File: src/rtl/ads1672_serial_rx.sv
// Serial receiver for the ADS1672 frame-sync data port: generates clkx/start,
// assembles MSB-first frames and buffers samples in a small FWFT FIFO.
module ads1672_serial_rx #(
  parameter int DATA_WIDTH  = 24,
  parameter int CLK_DIV     = 4,
  parameter int FIFO_DEPTH  = 4,
  parameter int TIMEOUT_PER = 8
) (
  input  logic                  clk,
  input  logic                  reset,
  input  logic                  enable,
  output logic                  clkx,
  output logic                  start,
  input  logic                  fsr,
  input  logic                  drr,
  output logic [DATA_WIDTH-1:0] m_data,
  output logic                  m_valid,
  input  logic                  m_ready,
  output logic                  overflow,
  output logic                  timeout_err,
  output logic                  busy
);

  localparam int DIVW = (CLK_DIV > 1) ? $clog2(CLK_DIV) : 1;
  localparam int BCW  = $clog2(DATA_WIDTH + 1);
  localparam int TOW  = $clog2(TIMEOUT_PER + 1);
  localparam int AW   = (FIFO_DEPTH > 1) ? $clog2(FIFO_DEPTH) : 1;

  typedef enum logic [2:0] {IDLE, START, WAIT_FS, SHIFT, PUSH} state_e;

  state_e                state_q;
  logic [DIVW-1:0]       div_q;
  logic                  clkx_q, rise_q, fall_q, start_q, tmo_q;
  logic [BCW-1:0]        bit_q;
  logic [TOW-1:0]        to_q;
  logic [DATA_WIDTH-1:0] sh_q;

  // rise_q/fall_q flag the first cycle in which clkx shows its new level
  always_ff @(posedge clk) begin
    if (reset) begin
      state_q <= IDLE;
      div_q   <= '0;
      clkx_q  <= 1'b0;
      rise_q  <= 1'b0;
      fall_q  <= 1'b0;
      start_q <= 1'b0;
      tmo_q   <= 1'b0;
      bit_q   <= '0;
      to_q    <= '0;
      sh_q    <= '0;
    end else begin
      rise_q <= 1'b0;
      fall_q <= 1'b0;
      if (state_q != IDLE) begin
        if (div_q == DIVW'(CLK_DIV - 1)) begin
          div_q  <= '0;
          clkx_q <= ~clkx_q;
          rise_q <= ~clkx_q;
          fall_q <= clkx_q;
        end else begin
          div_q <= div_q + DIVW'(1);
        end
      end
      case (state_q)
        IDLE: if (enable) begin
          state_q <= START;
          start_q <= 1'b1;
        end
        START: if (fall_q) begin
          start_q <= 1'b0;
          to_q    <= '0;
          state_q <= WAIT_FS;
        end
        WAIT_FS: if (fall_q) begin
          if (!fsr) begin
            sh_q    <= {{(DATA_WIDTH-1){1'b0}}, drr};
            bit_q   <= BCW'(1);
            state_q <= SHIFT;
          end else if (to_q == TOW'(TIMEOUT_PER - 1)) begin
            tmo_q   <= 1'b1;
            state_q <= IDLE;
            div_q   <= '0;
            clkx_q  <= 1'b0;
            rise_q  <= 1'b0;
            fall_q  <= 1'b0;
          end else begin
            to_q <= to_q + TOW'(1);
          end
        end
        SHIFT: if (fall_q) begin
          sh_q  <= {sh_q[DATA_WIDTH-2:0], drr};
          bit_q <= bit_q + BCW'(1);
          if (bit_q == BCW'(DATA_WIDTH - 1)) state_q <= PUSH;
        end
        PUSH: begin
          if (enable) begin
            state_q <= START;
            start_q <= 1'b1;
          end else begin
            state_q <= IDLE;
            div_q   <= '0;
            clkx_q  <= 1'b0;
            rise_q  <= 1'b0;
            fall_q  <= 1'b0;
          end
        end
        default: state_q <= IDLE;
      endcase
    end
  end

  // FWFT sample buffer; hold_q keeps the last delivered word while empty
  logic [DATA_WIDTH-1:0] mem_q [FIFO_DEPTH];
  logic [DATA_WIDTH-1:0] hold_q;
  logic [AW-1:0]         wr_q, rd_q;
  logic [AW:0]           cnt_q;
  logic                  ovf_q, push, pop, full, wr_en;

  assign push  = (state_q == PUSH);
  assign pop   = m_valid && m_ready;
  assign full  = (cnt_q == (AW+1)'(FIFO_DEPTH));
  assign wr_en = push && (!full || pop);

  always_ff @(posedge clk) begin
    if (reset) begin
      wr_q   <= '0;
      rd_q   <= '0;
      cnt_q  <= '0;
      hold_q <= '0;
      ovf_q  <= 1'b0;
    end else begin
      if (wr_en) wr_q <= wr_q + AW'(1);
      if (pop) begin
        rd_q   <= rd_q + AW'(1);
        hold_q <= mem_q[rd_q];
      end
      case ({wr_en, pop})
        2'b10:   cnt_q <= cnt_q + (AW+1)'(1);
        2'b01:   cnt_q <= cnt_q - (AW+1)'(1);
        default: cnt_q <= cnt_q;
      endcase
      if (push && full && !pop) ovf_q <= 1'b1;
    end
  end

  always_ff @(posedge clk) begin
    if (wr_en && !reset) mem_q[wr_q] <= sh_q;
  end

  assign m_valid     = (cnt_q != '0);
  assign m_data      = m_valid ? mem_q[rd_q] : hold_q;
  assign clkx        = clkx_q;
  assign start       = start_q;
  assign overflow    = ovf_q;
  assign timeout_err = tmo_q;
  assign busy        = (state_q != IDLE);

endmodule

File: config.mk
export PLATFORM = sky130hd
export DESIGN_NAME = ads1672_serial_rx
export DESIGN_NICKNAME = d
export VERILOG_FILES = /design/src/rtl/ads1672_serial_rx.sv
export SDC_FILE = /design/constraint.sdc
export NUM_CORES = 1
export LEC_CHECK = 0
export BUFFER_PORTS_ARGS = -buffer_cell sky130_fd_sc_hd__buf_2
export CAP_MARGIN = 20
export CORE_ASPECT_RATIO = 1.4
export CORE_MARGIN = 2
export CORE_UTILIZATION = 65
export CTS_BUF_LIST = sky130_fd_sc_hd__clkbuf_4 sky130_fd_sc_hd__clkbuf_8 sky130_fd_sc_hd__clkbuf_16
export CTS_CLUSTER_DIAMETER = 100
export DETAILED_ROUTE_END_ITERATION = 8
export PLACE_DENSITY = 0.84
export REMOVE_ABC_BUFFERS = 1
export SYNTH_ARGS = -nofsm -noshare
export SYNTH_HDL_FRONTEND = slang
export SYNTH_SLANG_ARGS = --single-unit
File: constraint.sdc
create_clock -name clk -period 5.9 [get_ports clk]
set_input_delay 1.475 -clock clk [delete_from_list [all_inputs] [get_ports clk]]
set_output_delay 1.475 -clock clk [all_outputs]
set_load 0.02 [all_outputs]
After elaboration in Yosys (flattened, before gate mapping)
Memories as Yosys holds them, arrays and structs flattened. A register that Yosys moved wholly into a read port is not among the register bits.
Index checks and enable logic that the tools add are counted.
W data, S select, Z words.
{ "word_totals": {"ff_bits": 74, "latchBits": 0, "ram_bits": 96, "mem_bits_ro": 0, "in_bits": 6, "output_inout_bits": 30, "elab_cells": 117, "n_memories": 1} }
{ "mem_list": {"columns": ["name", "depth", "word_bits", "rd", "rd_ports_with_merged_regs", "wr", "line_no", "rtl"], "rows": [
  ["mem_q", 4, 24, 1, 1, 1, "113", "logic [DATA_WIDTH-1:0] mem_q [FIFO_DEPTH];"]
]} }
{ "classes": {"n_addsub": 7, "mul": 0, "n_div": 0, "magnitude_cmp": 0, "eq_ne": 20, "n_shift": 0, "n_mux": 52, "bitwise": 1, "reduce_logical": 22} }
{ "ops": {"columns": ["op", "n"], "rows": [
  ["$mux W24", 4],
  ["$pmux W24 S2", 1],
  ["$mux W3", 7],
  ["$mux W1", 17],
  ["$mux W2", 8],
  ["$mux W4", 4],
  ["$ne A2 B2 Y1 const B", 8],
  ["$mux W5", 3],
  ["$pmux W3 S5", 1],
  ["$pmux W5 S2", 1],
  ["$pmux W4 S2", 1],
  ["$reduce_and A4 Y1", 2],
  ["$reduce_bool A2 Y1", 4],
  ["$add A2 B1 Y2 const B", 3],
  ["$eq A3 B2 Y1 const B", 2],
  ["$eq A3 B3 Y1 const B", 2],
  ["$pmux W1 S2", 3],
  ["$pmux W3 S2", 1],
  ["$reduce_and A6 Y1", 1],
  ["$reduce_bool A3 Y1", 2],
  ["$add A5 B1 Y5 const B", 1],
  ["$eq A5 B5 Y1 const B", 1],
  ["$logic_and A1 B1 Y1", 5],
  ["$reduce_and A5 Y1", 1],
  ["other kinds (16)", 19]
]} }

Depth between registers and ports, before layout
Gate-level depths: netlist of the first run.
{ "logic_depth": {"word_depth": 7, "ltp_mapped": 8, "ltp_nobuf": 7} }

Worst setup path before layout of the first run
Ideal clock, no wire load.
{ "synth_path": {"path_type": "reg2out", "from": "reg (tool-made name)", "to": "out m_data[10]", "t_arrival_ps": 1537, "required_ps": 4425, "setup_slack_ps": 2888, "path_stages_with_launch": 5, "n_path_buf": 2, "path_cell_list": "dfxtp_1 > buf_2 > buf_4 > mux4_2 > mux2_2"} }
{ "synth_rtl": {"columns": ["element", "line_no", "rtl"], "rows": [
  ["end, declared", "16", "output logic [DATA_WIDTH-1:0] m_data,"]
]} }

==> metrics, run 1 <==
post-placement setup slack=around 2.4 ns; IO Pins=36; commonest non-fill, non-tap cells in the layout=105 x nand2_1, 96 x edfxtp_1, 76 x dfxtp_1; synthesized area per cell=~13 um2; r2r setup slk=around 3.6 ns; final WL=around 13000 um; antenna violations before repair=0; number of global-route vias before repair=4209; Max VDD drop=0.262 mV; Ys Warns=0; Crit Path Category=register to output pin; critical path cell sequence=buf_4 -> mux4_2 -> mux2_2 -> buf_2; overall power=roughly 2700 uW; n_diodes=0; clock sink count=172; hold_buf cts=0; total gr overflow=0; via count=4292; Tot GR Track Use=roughly 24%; dpl cell area=between 0.007 and 0.008 mm2; measured slew at the worst slew-check pin=1.01 ns; Power Dens Cells=~350 mW/mm2; FMAX=approximately 0.27 GHz; WL per Instance=around 18 um; Layout Nets=between 500 and 600; worst-path fanout max=24; post-CTS sizing=0; Leak=0.00290 uW; Synth Register Bits=about 170; share of layout cells above drive strength 1=23.8%; CTS tree=done; register area share after synthesis=between 60% and 70%; vias per cell=~6.0; slowest cell delay on critical path=~0.6 ns; EDFF count, synth=96; die span in x=roughly 91 um; maximum number of pins on one net before global-route repair=45; delay-heaviest family, CP=multiplexers; cts bufs inserted=17; Rel. slew slack=33.0%; Hold Crit Class=register to register; CP max stage cell=mux4_2; Synth Flop Type=edfxtp_1; Data required, critical path=~4.4 ns; drt pass-1 iters=5; Setup Fix Bufs, Post-CTS=0; element type at the critical path start=register; Chip Height=between 100 and 150 um; # setup viols final=0; PnR worst setup slack=about 2.2 ns; clock root buffer=clkbuf_16; Clock transition at path regs=about 0.06 ns; status=complete, no violations; WHS=between 0.4 and 0.5 ns; Area Overhead vs Synth=13.5%; TNS Setup=0 ns; distinct cell type count of the synthesized netlist=52; Final Skew=a little over 0.009 ns; antenna viol nets, final=0; final hold vios=0; RSZ-0062 raised after global routing=false; I/O Buffers=35; die area=~0.011 mm2; routability cong.=between 0.7 and 0.8; initial drt markers=299; Post-synth ARST share=0%; WP buf/inv=2; core area=between 0.01 and 0.015 mm2; MaxCap Viol Count=0; crit path time final=between 3 and 4 ns; CP Capture Type=output pin; row cnt=44; Clock Tree Buf Depth=2; global-route wire length before repair=roughly 21000 um; post-synthesis cell count=530; period utilisation layout=a little over three fifths; dpl hpwl=roughly 7600 um; Critical Path AT=around 2.2 ns; Initial Util=approximately two thirds; final instance area=~0.0078 mm2; Final Max Slew Viols=0; H-tree depth=4; number of remaining DRC errors=0; clk_lat worst skew=0.42 ns; commonest non-fill, non-tap cell in the layout=nand2_1; Synth Cell Area=a little under 0.007 mm2; number of fillers in the final layout=622
[cell usage after synthesis, drive strengths merged (3+ instances only)]
master	count	area, um2
a21oi	61	305
and3	5	31.3
buf	20	106
clkbuf	11	41.3
dfxtp	76	1520
edfxtp	96	2880
ha	8	100
inv	11	41.3
mux2	27	308
mux4	24	541
nand2	105	394
nand3	3	15.0
nor2	18	70.1
nor2b	7	46.3
nor3	5	41.3
o211ai	3	22.5
o21ai	10	50.1
o31ai	3	36.3
or3	6	37.5
[worst min-delay path: stages, from the launching register on]
cell     delay [ns]
dfxtp_1        0.31
inv_1          0.05
a21oi_1        0.05
[routing by layer]
layer / wire [um] / GRT usage (%) / vias up
met4: 299 / 11.7 / 0
met3: 640 / 5.26 / 30
met1: 4920 / 27.0 / 2126
li1: - / - / 1990
met2: 7280 / 43.2 / 146
met5: 0 / 0 / -
[state kept, by name (all words and copies together) (netlist names), 2 cells and up, named ones only]
register,flops
mem_q,96
div_q,2
rd_q,2
state_q,3
sh_q,24
cnt_q,3
hold_q,24
to_q,4
wr_q,2
bit_q,5
[cell families (layout without fill, tap and decap cells)]
| family | after synthesis | in the layout | share of synthesized area (%) |
|---|---|---|---|
| xor+xnor | 4 | 4 | 0.510 |
| mux | 53 | 53 | 12.6 |
| compound gates | 87 | 87 | 7.24 |
| simple gates | 163 | 163 | 11.1 |
| fa+ha+maj | 9 | 9 | 1.75 |
| flops | 172 | 172 | 64.1 |
| buf+inv | 42 | 88 | 2.75 |
[power by group]
group	internal, uW	switching (uW)	total, uW
Clock	681	456	1140
Sequential	1270	23.0	1290
Combinational	128	178	306
[cell type report]
type | instances | area (um2) | share of cell area (%)
clock buffer | 21 | 485 | 6.22
clock inverter | 11 | 131 | 1.68
multi-input combinational | 316 | 2290 | 29.3
tap | 138 | 173 | 2.21
inverter | 11 | 41.3 | 0.529
sequential | 172 | 4400 | 56.4
timing repair buffer | 45 | 280 | 3.59
[path summary, 6_finish.rpt]
check | endpoint | start | cells after the start
hold / removal | timeout_err | timeout_err | 2
setup / recovery | m_data[15] | register | 4
hold reg to reg | timeout_err | timeout_err | 2
setup reg to reg | mem_q[3][15] | state_q[2] | 4
[stage by stage]
step / util, % / cells
final: 75.4 / 714
after global routing: 75.4 / 714
after CTS: 75.0 / 711
after detailed placement: 69.0 / 679
after global placement: 68.9 / 678
after floorplan: - / 499
Note: power is estimated with default switching activity, not from simulation.
==> run 2, diff against run 1 <==
--- a/config.mk
+++ b/config.mk
@@ -9,11 +9,11 @@
 export CAP_MARGIN = 20
 export CORE_ASPECT_RATIO = 1.4
 export CORE_MARGIN = 2
-export CORE_UTILIZATION = 65
+export CORE_UTILIZATION = 55
 export CTS_BUF_LIST = sky130_fd_sc_hd__clkbuf_4 sky130_fd_sc_hd__clkbuf_8 sky130_fd_sc_hd__clkbuf_16
 export CTS_CLUSTER_DIAMETER = 100
 export DETAILED_ROUTE_END_ITERATION = 8
-export PLACE_DENSITY = 0.84
+export PLACE_DENSITY = 0.76
 export REMOVE_ABC_BUFFERS = 1
 export SYNTH_ARGS = -nofsm -noshare
 export SYNTH_HDL_FRONTEND = slang
==> constraint.sdc (replaced) <==
create_clock -name clk -period 3.2 [get_ports clk]
set_input_delay 0.8 -clock clk [delete_from_list [all_inputs] [get_ports clk]]
set_output_delay 0.8 -clock clk [all_outputs]
set_load 0.02 [all_outputs]
==> metrics, run 2 (synthesis results as in run 1) <==
Power Dens Cells=638 mW/mm2 (+82%); die area=0.0134 mm2 (+17%); share of layout cells above drive strength 1=24.3% (+0.53 points); Final Skew=0.00909 ns (-0.000180 ns); global-route wire length before repair=21400 um (+2.4%); Area Overhead vs Synth=13.5% (about the same); Biggest register=mem_q; WL per Instance=17.8 um (-3.2%); Leak=0.00289 uW (-0.49%); clock root buffer=clkbuf_16; biggest registers after layout=mem_q x96, hold_q x24, sh_q x24; CP Capture Type=output pin; Chip Height=136 um (+8.4%); maximum number of pins on one net before global-route repair=30 (-33%); r2r setup slk=0.88 ns (-2.67 ns); MaxCap Viol Count=0 (unchanged); commonest non-fill, non-tap cells in the layout=105 x nand2_1, 96 x edfxtp_1, 76 x dfxtp_1; Initial Util=56.1% (-10 points); dpl hpwl=7770 um (+1.9%); max reg flops=96 (unchanged); initial drt markers=267 (-11%); FMAX=0.353 GHz; vias per cell=5.71 (-5.1%); number of fillers in the final layout=929 (+49%); H-tree depth=4 (unchanged); number of remaining DRC errors=0 (unchanged); final WL=13000 um (-1.0%); Clock transition at path regs=0.06 ns (about the same); element type at the critical path start=register; TNS Setup=0 ns (unchanged); RSZ-0062 raised after global routing=false; CTS tree=done; Hold Crit Class=register to register; Clock Tree Buf Depth=2 (unchanged); core area=0.0123 mm2 (+18%); hold_buf cts=0 (unchanged); period utilisation layout=a little under 90%; drt pass-1 iters=5 (unchanged); antenna viol nets, final=0 (unchanged); status=complete, no violations; measured slew at the worst slew-check pin=0.708 ns (-0.298 ns); IO Pins=36 (unchanged); crit path time final=roughly 2.8 ns; Critical Path AT=2.03 ns (-0.19 ns); Final Max Slew Viols=0 (unchanged); clock sink count=172 (unchanged); via count=4166 (-2.9%); number of global-route vias before repair=4237 (+0.67%); antenna violations before repair=0 (unchanged); Data required, critical path=2.40 ns (-2.03 ns); final hold vios=0 (unchanged); # setup viols final=0 (unchanged); Max VDD drop=0.373 mV (+42%); die span in x=98.5 um (+8.3%); clk_lat worst skew=0.42 ns (about the same); worst-path fanout max=24 (unchanged); commonest non-fill, non-tap cell in the layout=nand2_1; post-CTS sizing=0 (unchanged); PnR worst setup slack=0.366 ns (-1.84 ns); I/O Buffers=35 (unchanged); post-placement setup slack=0.529 ns (-1.87 ns); n_diodes=0 (unchanged); Rel. slew slack=52.4% (+19 points); row cnt=48 (+9.1%); Tot GR Track Use=20.8% (-3.3 points); total gr overflow=0 (unchanged); Crit Path Category=register to output pin; Layout Nets=582 (+0.69%); routability cong.=0.777 (+4.9%); cts bufs inserted=17 (unchanged); Setup Fix Bufs, Post-CTS=0 (unchanged)
## run 2: cell types whose count changed in the layout (fill, tap and decap cells not counted)
| cell | previous run | this run |
|---|---|---|
| clkinv_4 | 2 | 1 |
| inv_6 | 3 | 0 |
| buf_8 | 4 | 1 |
| buf_12 | 0 | 1 |
| clkbuf_4 | 1 | 2 |
| clkinvlp_4 | 3 | 2 |
| buf_4 | 6 | 12 |
| inv_4 | 0 | 2 |
| bufinv_16 | 2 | 1 |
| clkinv_2 | 1 | 4 |
## run 2: final timing paths
path                                 start     endpoint  cells past startpoint
worst min-delay path            hold_q[19]   hold_q[19]                      2
worst max-delay path              register    m_data[8]                      4
worst min register to register  hold_q[19]   hold_q[19]                      2
worst max register to register  state_q[2]  mem_q[1][3]                      4
## run 2: critical path, cell delays in order (launching register included)
cell and delay (ns):
dfxtp_1 0.36, buf_12 0.24, mux4_2 0.54, mux2_2 0.30, buf_2 0.17
## run 2: area by class of cell
class | count | area [um2] | share of cell area [%]
clock inverter | 10 | 86.3 | 1.11
multi-input combinational | 316 | 2290 | 29.3
clock buffer | 22 | 493 | 6.32
sequential | 172 | 4400 | 56.5
timing repair buffer | 49 | 300 | 3.85
inverter | 11 | 41.3 | 0.529
tap | 150 | 188 | 2.41
## run 2: routing by layer
layer	share of wire (%)	up-vias	wire length, um	GRT usage (%)
met2	55	101	7130	35.9
met4	1.8	0	230	7.69
met3	4.8	22	620	5.30
met1	39	2047	5030	25.3
met5	0	-	0	0
li1	-	1996	-	-
## run 2: metrics by stage
| step | area, um2 | utilization [%] | cells | total power (uW) | hold slack (ns) |
|---|---|---|---|---|---|
| 2_1_floorplan | 6730 | - | 499 | 2840 | 0.427 |
| 3_3_place_gp | 7210 | 58.8 | 697 | 3030 | 0.436 |
| 3_5_place_dp | 7210 | 58.8 | 697 | 3050 | 0.447 |
| 4_1_cts | 7790 | 63.6 | 729 | 5010 | 0.455 |
| 5_1_grt | 7800 | 63.7 | 730 | 5160 | 0.473 |
| 6_report | 7800 | 63.7 | 730 | 4970 | 0.453 |
## run 2: where the power goes
| group | switching (uW) | internal [uW] | leakage [uW] |
|---|---|---|---|
| clock network | 799 | 1170 | 0.000289 |
| logic | 358 | 260 | 0.000943 |
| registers | 42.8 | 2340 | 0.00165 |
| total | 1200 | 3770 | 0.00289 |
